--- src/rtl/pc_rx_frame_writer.sv ---
// rtl/pc_rx_frame_writer.sv - RX FIFO to frame-buffer writer; optional byte swap via PC_RX_FRAME_WRITER_BYTE_SWAP_EN
module pc_rx_frame_writer #(
  parameter int ADDR_WIDTH  = 12,
  parameter int FRAME_WORDS = 4096
) (
  input  logic                  i_clock,
  input  logic                  i_reset,
  input  logic                  i_fifo_empty,
  input  logic [31:0]           i_fifo_word,
  output logic                  o_fifo_read_cmd,
  input  logic [1:0]            i_packet_command,
  input  logic                  i_packet_fully_decoded,
  output logic [ADDR_WIDTH-1:0] o_mem_addr,
  output logic [31:0]           o_mem_data,
  output logic                  o_mem_wr_en,
  input  logic                  i_mem_wr_ready,
  output logic                  o_frame_complete,
  output logic                  o_busy
);

  localparam logic [1:0] S_IDLE  = 2'd0;
  localparam logic [1:0] S_RD    = 2'd1;
  localparam logic [1:0] S_LATCH = 2'd2;
  localparam logic [1:0] S_WRITE = 2'd3;

  localparam logic [ADDR_WIDTH-1:0] LAST_ADDR = ADDR_WIDTH'(FRAME_WORDS - 1);
  localparam logic [ADDR_WIDTH-1:0] ONE_ADDR  = ADDR_WIDTH'(1);

  logic [1:0]            r_state;
  logic [ADDR_WIDTH-1:0] r_addr;
  logic [31:0]           r_data;
  logic                  r_restart_pending;
  logic                  r_frame_complete;

  logic                  w_cmd_restart;
  logic                  w_cmd_abort;
  logic                  w_last_word;
  logic [31:0]           w_latch_word;

  // Commands only count on the decoder strobe; ABORT also restarts the frame.
  assign w_cmd_restart = i_packet_fully_decoded && (i_packet_command == 2'b10);
  assign w_cmd_abort   = i_packet_fully_decoded && (i_packet_command == 2'b11);
  assign w_last_word   = (r_addr == LAST_ADDR);

`ifdef PC_RX_FRAME_WRITER_BYTE_SWAP_EN
  // PC sends little-end first; the frame buffer wants the opposite order.
  assign w_latch_word = {i_fifo_word[7:0], i_fifo_word[15:8],
                         i_fifo_word[23:16], i_fifo_word[31:24]};
`else
  assign w_latch_word = i_fifo_word;
`endif

  // Main sequencer: IDLE -> RD -> LATCH -> WRITE, with restart/abort handling.
  always_ff @(posedge i_clock) begin
    if (i_reset) begin
      r_state           <= S_IDLE;
      r_addr            <= '0;
      r_data            <= '0;
      r_restart_pending <= 1'b0;
      r_frame_complete  <= 1'b0;
    end else begin
      r_frame_complete <= 1'b0;

      // A new request always wins over the IDLE-cycle clear of the flag.
      if (w_cmd_restart || w_cmd_abort) begin
        r_restart_pending <= 1'b1;
      end else if ((r_state == S_IDLE) && r_restart_pending) begin
        r_restart_pending <= 1'b0;
      end

      case (r_state)
        S_IDLE: begin
          // Restart is applied between words, costing one idle cycle.
          if (r_restart_pending) begin
            r_addr <= '0;
          end else if (!i_fifo_empty) begin
            r_state <= S_RD;
          end
        end
        S_RD: begin
          r_state <= S_LATCH;
        end
        S_LATCH: begin
          // FIFO data is valid one cycle after the read command.
          r_data  <= w_latch_word;
          r_state <= S_WRITE;
        end
        S_WRITE: begin
          if (w_cmd_abort) begin
            // Abort beats a same-cycle accept: the write never happened.
            r_state <= S_IDLE;
          end else if (i_mem_wr_ready) begin
            if (w_last_word) begin
              r_addr           <= '0;
              r_frame_complete <= 1'b1;
            end else begin
              r_addr <= r_addr + ONE_ADDR;
            end
            r_state <= S_IDLE;
          end
        end
        default: begin
          r_state <= S_IDLE;
        end
      endcase
    end
  end

  assign o_fifo_read_cmd  = (r_state == S_RD);
  assign o_mem_wr_en      = (r_state == S_WRITE);
  assign o_mem_addr       = r_addr;
  assign o_mem_data       = r_data;
  assign o_frame_complete = r_frame_complete;
  assign o_busy           = (r_state != S_IDLE);

endmodule

--- config.mk ---
export PLATFORM = sky130hd
export DESIGN_NAME = pc_rx_frame_writer
export DESIGN_NICKNAME = d
export VERILOG_FILES = /design/src/rtl/pc_rx_frame_writer.sv
export SDC_FILE = /design/constraint.sdc
export NUM_CORES = 1
export LEC_CHECK = 0
export ABC_AREA = 1
export CAP_MARGIN = 20
export CELL_PAD_IN_SITES_DETAIL_PLACEMENT = 0
export CELL_PAD_IN_SITES_GLOBAL_PLACEMENT = 2
export CORE_ASPECT_RATIO = 0.6
export CORE_UTILIZATION = 22
export CTS_BUF_LIST = sky130_fd_sc_hd__clkbuf_2 sky130_fd_sc_hd__clkbuf_4 sky130_fd_sc_hd__clkbuf_8
export CTS_CLUSTER_DIAMETER = 120
export DETAILED_ROUTE_END_ITERATION = 6
export HOLD_SLACK_MARGIN = 0.06
export PLACE_DENSITY_LB_ADDON = 0.1
export RECOVER_POWER = 100
export SYNTH_ARGS = -nofsm -noshare
export SYNTH_HDL_FRONTEND = slang
export SYNTH_SLANG_ARGS = --single-unit
export TNS_END_PERCENT = 100
--- constraint.sdc ---
create_clock -name i_clock -period 2 [get_ports i_clock]
set_input_delay 0.4 -clock i_clock [delete_from_list [all_inputs] [get_ports i_clock]]
set_output_delay 0.4 -clock i_clock [all_outputs]
set_load 0.01 [all_outputs]
# Word level (Yosys, flattened, before mapping)
# Index checks and enable logic that the tools add are counted.
# word_totals
regBits	48
wordCells	44
in_bits	39
output_inout_bits	48
# classes
n_bitwise	2
muxes	13
reduce_logical	11
n_eq_ne	12
n_addsub	1
# ops
op	n
12-bit two-way mux	4
12-bit one-hot mux with 2 select lines	1
12-bit by 1-bit adder with 12-bit output, second input constant	1
12-bit == test, second input constant	1
2-bit == test, second input constant	4
2-bit two-way mux	4
2-bit inequality test, second input constant	4
2-bit one-hot mux with 4 select lines	1
2-bit nonzero test	3
4-bit AND reduction	1
4-bit OR reduction	1
1-bit logical AND	3
1-bit two-way mux	3
3-bit by 1-bit inequality test with 1-bit output, second input constant	1
3-bit AND reduction	1
2-bit by 1-bit == test with 1-bit output, second input constant	1
2-bit logical NOT	1
2-bit by 1-bit inequality test with 1-bit output, second input constant	1
1-bit NOT	2
1-bit logical OR	1

# Logic depth before layout (Yosys ltp)
# logic_depth
word_depth	5
depth_mapped	12
mapped_depth_nobuf	11

# Least setup slack after synthesis
# Ideal clock, no wire load.
# synth_path
path_kind	reg2reg
startpoint	reg r_state[0]
endpoint	reg r_addr[10] (netlist: o_mem_addr[10])
n_path_buf	1
arrival_time_ns	1.429
required_ns	1.885
slack_ns	0.456
period_less_slack_ns	1.544
setup_time_ns	0.115
path_stages_with_launch	12
cell_sequence	dfxtp_1 inv_1 ha_1 inv_1 nand2_1 nand2_1 nand2_1 nor2_2 buf_6 o21ai_0 nand2_2 nor2_1
# synth_between
elab_chain_len	3
word_cells_on_any_way	8
cone_classes	4 x eq/ne; 1 x mux; 3 x reduce/logical
# synth_lines
item	line_no	rtl
start: declaration	29	logic [1:0] r_state;
start signal: assignment	56	r_state <= S_IDLE;
start signal: assignment	77	r_state <= S_RD;
start signal: assignment	81	r_state <= S_LATCH;
2-bit == test / 2-bit logical NOT (equally long branches)	71	case (r_state)
2-bit inequality test (no line) (tied with other cells)	n/a	
4-bit AND reduction (no line)	n/a	
end signal: assignment	97	r_addr <= r_addr + ONE_ADDR;
end: declaration	30	logic [ADDR_WIDTH-1:0] r_addr;
# Parallel ways exist; a longest one is shown, timed or not.
# A chain may end at the register's enable or synchronous reset.

# Worst setup path after layout
# layout_path
startpoint	reg r_state[1]
endpoint	out o_fifo_read_cmd
# layout_between
elab_chain_len	1
# layout_lines
item	line_no	rtl
2-bit by 1-bit == test with 1-bit output	109	assign o_fifo_read_cmd = (r_state == S_RD);
end: declaration	10	output logic o_fifo_read_cmd,
# Every way passes these cells.

==> out/results.env <==
FINAL-HOLD-VIOLATION-COUNT=0
NUMPLACEDINSTANCES=470
SLEW_VIOLATIONS=0
PLACEABLECOREAREA_SQ_MM=0.00865
CRIT_TYPE='reg2out'
P_SEQ_FRAC=0.406
GRT_PASS1_WL_MM=9.94
FIN_SETUP_TNS_PS=0
SETUP.REG_TO_REG.WORST_SLACK_PS=250
FILLER_CELL_COUNT=959
CRITICAL_PATH_ARRIVAL_PS=1480
DIE_AREA_SQ_MM=0.00944
MIN_PERIOD_PS=1880
SYNTH_LARGEST_AREA_CELL='sky130_fd_sc_hd__dfxtp_1'
WORST_R2R_STARTPOINT='r_state[0]'
GRT_ANTENNA_BEFORE_REPAIR=0
START_UTIL=0.230
SYNTH.AREA.TOP_CELLS='sky130_fd_sc_hd__dfxtp_1, sky130_fd_sc_hd__nor2_1, sky130_fd_sc_hd__o21ai_0'
POST_SYNTH_INSTANCE_AREA_SQ_MM=0.00199
HOLD_PATH_DEPTH=2
POST_SYNTHESIS_MEAN_INSTANCE_AREA_SQ_UM=7.26
CP-ENDPOINT='o_fifo_read_cmd'
TIGHTEST_SLEW_PS=614
NUMBER_OF_STANDARD_CELL_ROWS_IN_THE_FLOORPLAN=26
CRIT_PATH_START_KIND='register'
CELLINTERNALPOWER_mW=2.06
MET2_LENGTH_MM=2.22
FAILED_CHECKS='DRC'
ANTENNA-DIODE-COUNT=0
ROUTE.LAYER.MET1.WL_MM=3.34
RSZ0062_AT_GRT='no'
ANT_NETS=0
DETAIL_ROUTE.ITER0.VIOLATIONS=90
GRT_PASS1_VIAS=1864
SHARE_OF_THE_SYNTHESIZED_AREA_IN_THE_TOP_CELL_TYPE=0.483
LARGEST_STAGE_DELAY_ON_THE_CRITICAL_PATH_PS=480
SYNTH.LIB_CELLS_USED.DISTINCT=21
AREA_GROWTH_PCT=56.8
TOTAL_LEAKAGE_POWER_nW=1.40
YOSYS_WARNINGS=0
MIN_PATH_TYPE='reg2reg'
GR-USAGE-ALL-LAYERS=0.140
IO_PINS=87
DETAILROUTE.VIA_COUNT=1957
TIMING.FMAX_MHz=531
HOLD_BUFS_INSERTED_AFTER_CTS=0
WORSTPATHMAXFANOUT=4
POWER_DENSITY_mW_PER_MM2=1030
IR_DROP_mV=0.363
DRT-PASS1-ITER-COUNT=6
MAX-CLOCK-PATH-BUFFERS=2
TIMING.CRITICAL_PATH.REQUIRED_PS=1600
SYNTHFLOPTYPE='sky130_fd_sc_hd__dfxtp_1'
YOSYS.CELL_COUNT.TOP_TYPE='sky130_fd_sc_hd__nor2_1'
DRC=10
ASYNC_RESET_FF_FRAC=0
GRT.OVERFLOW.TOTAL=0
SHARE_OF_POST_ROUTE_CELLS_WITH_DRIVE_STRENGTH_ABOVE_1=0.0601
CLOCK_POWER_SHARE=0.194
FINALNETCOUNT=410
DIE_W_MICRONS=125
MAXUSEDROUTINGLAYER='met4'
SYNTHESIS.INSTANCES=274
FIN_SKEW_PS=7.91
PLACE.DETAILED.HPWL_MM=4.54
TIMING.RR.END='o_mem_addr[8]'
CTS_INSERTED_BUFFERS=5
CRIT_SLOWEST_CELL='sky130_fd_sc_hd__clkdlybuf4s50_1'
ROUTED_WIRE_LENGTH_PER_INSTANCE_MICRONS=12.8
GPL.FINAL_WEIGHTED_CONGESTION=0.710
SYNTH_SEQ_CELLS=48
CRITICAL_PATH_STARTPOINT='r_state[1]'
POWER.SWITCHING_FRACTION=0.357
GRT_MAX_DEGREE=33
MAPPEDNETLISTNETS=319
CTS.SINKS=48
MET3_WIRELENGTH_MICRONS=474
MAX_CAP_VIOLATIONS=0
CLKSLEWWORSTSETUPHOLDPATHS_PS=90
PLACEMENT.IO_BUFFERS=86
NETLIST_TOP_CELLS_COUNT='sky130_fd_sc_hd__nor2_1, sky130_fd_sc_hd__dfxtp_1, sky130_fd_sc_hd__nand2_1, sky130_fd_sc_hd__o21ai_0, sky130_fd_sc_hd__inv_1'
WORST_SKEW_PAIR.LATE_LATENCY_PS=310
TIMING.REG2REG.WORST_PATH_DEPTH=12
WIRELENGTH_MM=6.11
AVGVIACOUNTPERCELL=4.09
CTS_ROOT_BUF='sky130_fd_sc_hd__clkbuf_8'
OUTCOME='finished with violations'
CTS-HTREE-LEVELS=2
POWER.SWITCHING_mW=1.14
COMBPWRFRAC=0.400
SYNTH_EDF_COUNT=0
DIE_HEIGHT_MICRONS=75.7
FINAL-SETUP-VIOL-COUNT=0
FINAL.PERIOD_UTILIZATION=0.941
CRIT_PATH_END_KIND='primary output'
CTS_TREE='built'
MAX_SLEW_MARGIN=0.591
FINALNONFILLERCELLS=478
YS_SEQ_AREA_FRAC=0.483
CRIT_PATH_CELL_TRACE='inv_2 > ha_1 > clkdlybuf4s50_1'
kinds of logic (layout without fill, tap and decap cells):
group                      count (synthesis)  count (layout)  share of synthesized area
adders and majority gates                  6               6                     0.0377
xor gates and xnor gates                   4               4                     0.0176
buffers and inverters                     28             120                     0.0566
and+or+nand+nor                          143             143                      0.287
AOI/OAI and AO/OA                         45              45                      0.118
DFF                                       48              48                      0.483
critical path: cells and delay by family, from the launching register on:
kind | cells | cell delay [ps]
buffers and inverters | 2 | 560
DFF | 1 | 410
adders and majority gates | 1 | 200
final cells by class:
| class | count | area (sq um) | share of cell area |
|---|---|---|---|
| Inverter | 18 | 67.6 | 0.0217 |
| Clock buffer | 7 | 83.8 | 0.0269 |
| Multi-Input combinational cell | 198 | 928 | 0.298 |
| Timing Repair Buffer | 94 | 930 | 0.298 |
| Tap cell | 112 | 140 | 0.0449 |
| Clock inverter | 1 | 8.76 | 0.00281 |
| Sequential cell | 48 | 961 | 0.308 |
metrics by stage:
stage                     setup WS, ps   util  power [mW]  hold slack (ps)  instance area, sq um
final                              118  0.360        3.21              485                  3120
after global routing              3.26  0.360        3.48              517                  3120
after CTS                         60.4  0.360        3.35              493                  3110
after detailed placement           167  0.349        2.72              480                  3020
after global placement             188  0.349        2.72              468                  3020
after floorplan                    456      -        1.96              445                  1990
worst min-delay path by stage:
stage                      startpoint           endpoint  slack, ps
global route        r_restart_pending  r_restart_pending        520
finish              r_restart_pending  r_restart_pending        490
global placement    r_restart_pending  r_restart_pending        470
detailed placement  r_restart_pending  r_restart_pending        480
floorplan           r_restart_pending  r_restart_pending        440
CTS                 r_restart_pending  r_restart_pending        490
layer usage:
layer  up-vias  GRT usage
met4         0     0.0453
met5         -          0
met3         7     0.0428
li1       1057          -
met1       843      0.203
met2        50      0.194
flip-flops by register name (all words and copies together), names as in the netlist:
signal	cells
o_mem_data	32
o_mem_addr	12
r_state	2
o_frame_complete	1
r_restart_pending	1
power groups by stage:
stage	Combinational (mW)	Sequential [mW]	Clock (mW)
after floorplan	0.542	1.42	0
after global placement	1.40	1.32	0
after detailed placement	1.40	1.32	0
after CTS	1.40	1.30	0.651
after global routing	1.45	1.34	0.692
final	1.28	1.30	0.622
cell usage in the layout (no fill, tap or decap), types with 6 or more instances in the layout:
master	instances
sky130_fd_sc_hd__dlygate4sd3_1	45
sky130_fd_sc_hd__clkdlybuf4s50_1	40
sky130_fd_sc_hd__inv_1	16
sky130_fd_sc_hd__dfxtp_1	48
sky130_fd_sc_hd__nand3_1	9
sky130_fd_sc_hd__o21ai_0	36
sky130_fd_sc_hd__buf_4	6
sky130_fd_sc_hd__nand2_1	40
sky130_fd_sc_hd__a21oi_1	6
sky130_fd_sc_hd__nor2_1	84
repair_timing:
action / 4_1_cts / 5_1_grt
setup buffers: 0 / 0
endpoints found under the setup margin: 2 / 1
resized for setup: 2 / 2
hold endpoints to repair: 0 / 0
(Power assumes the default switching activity.)
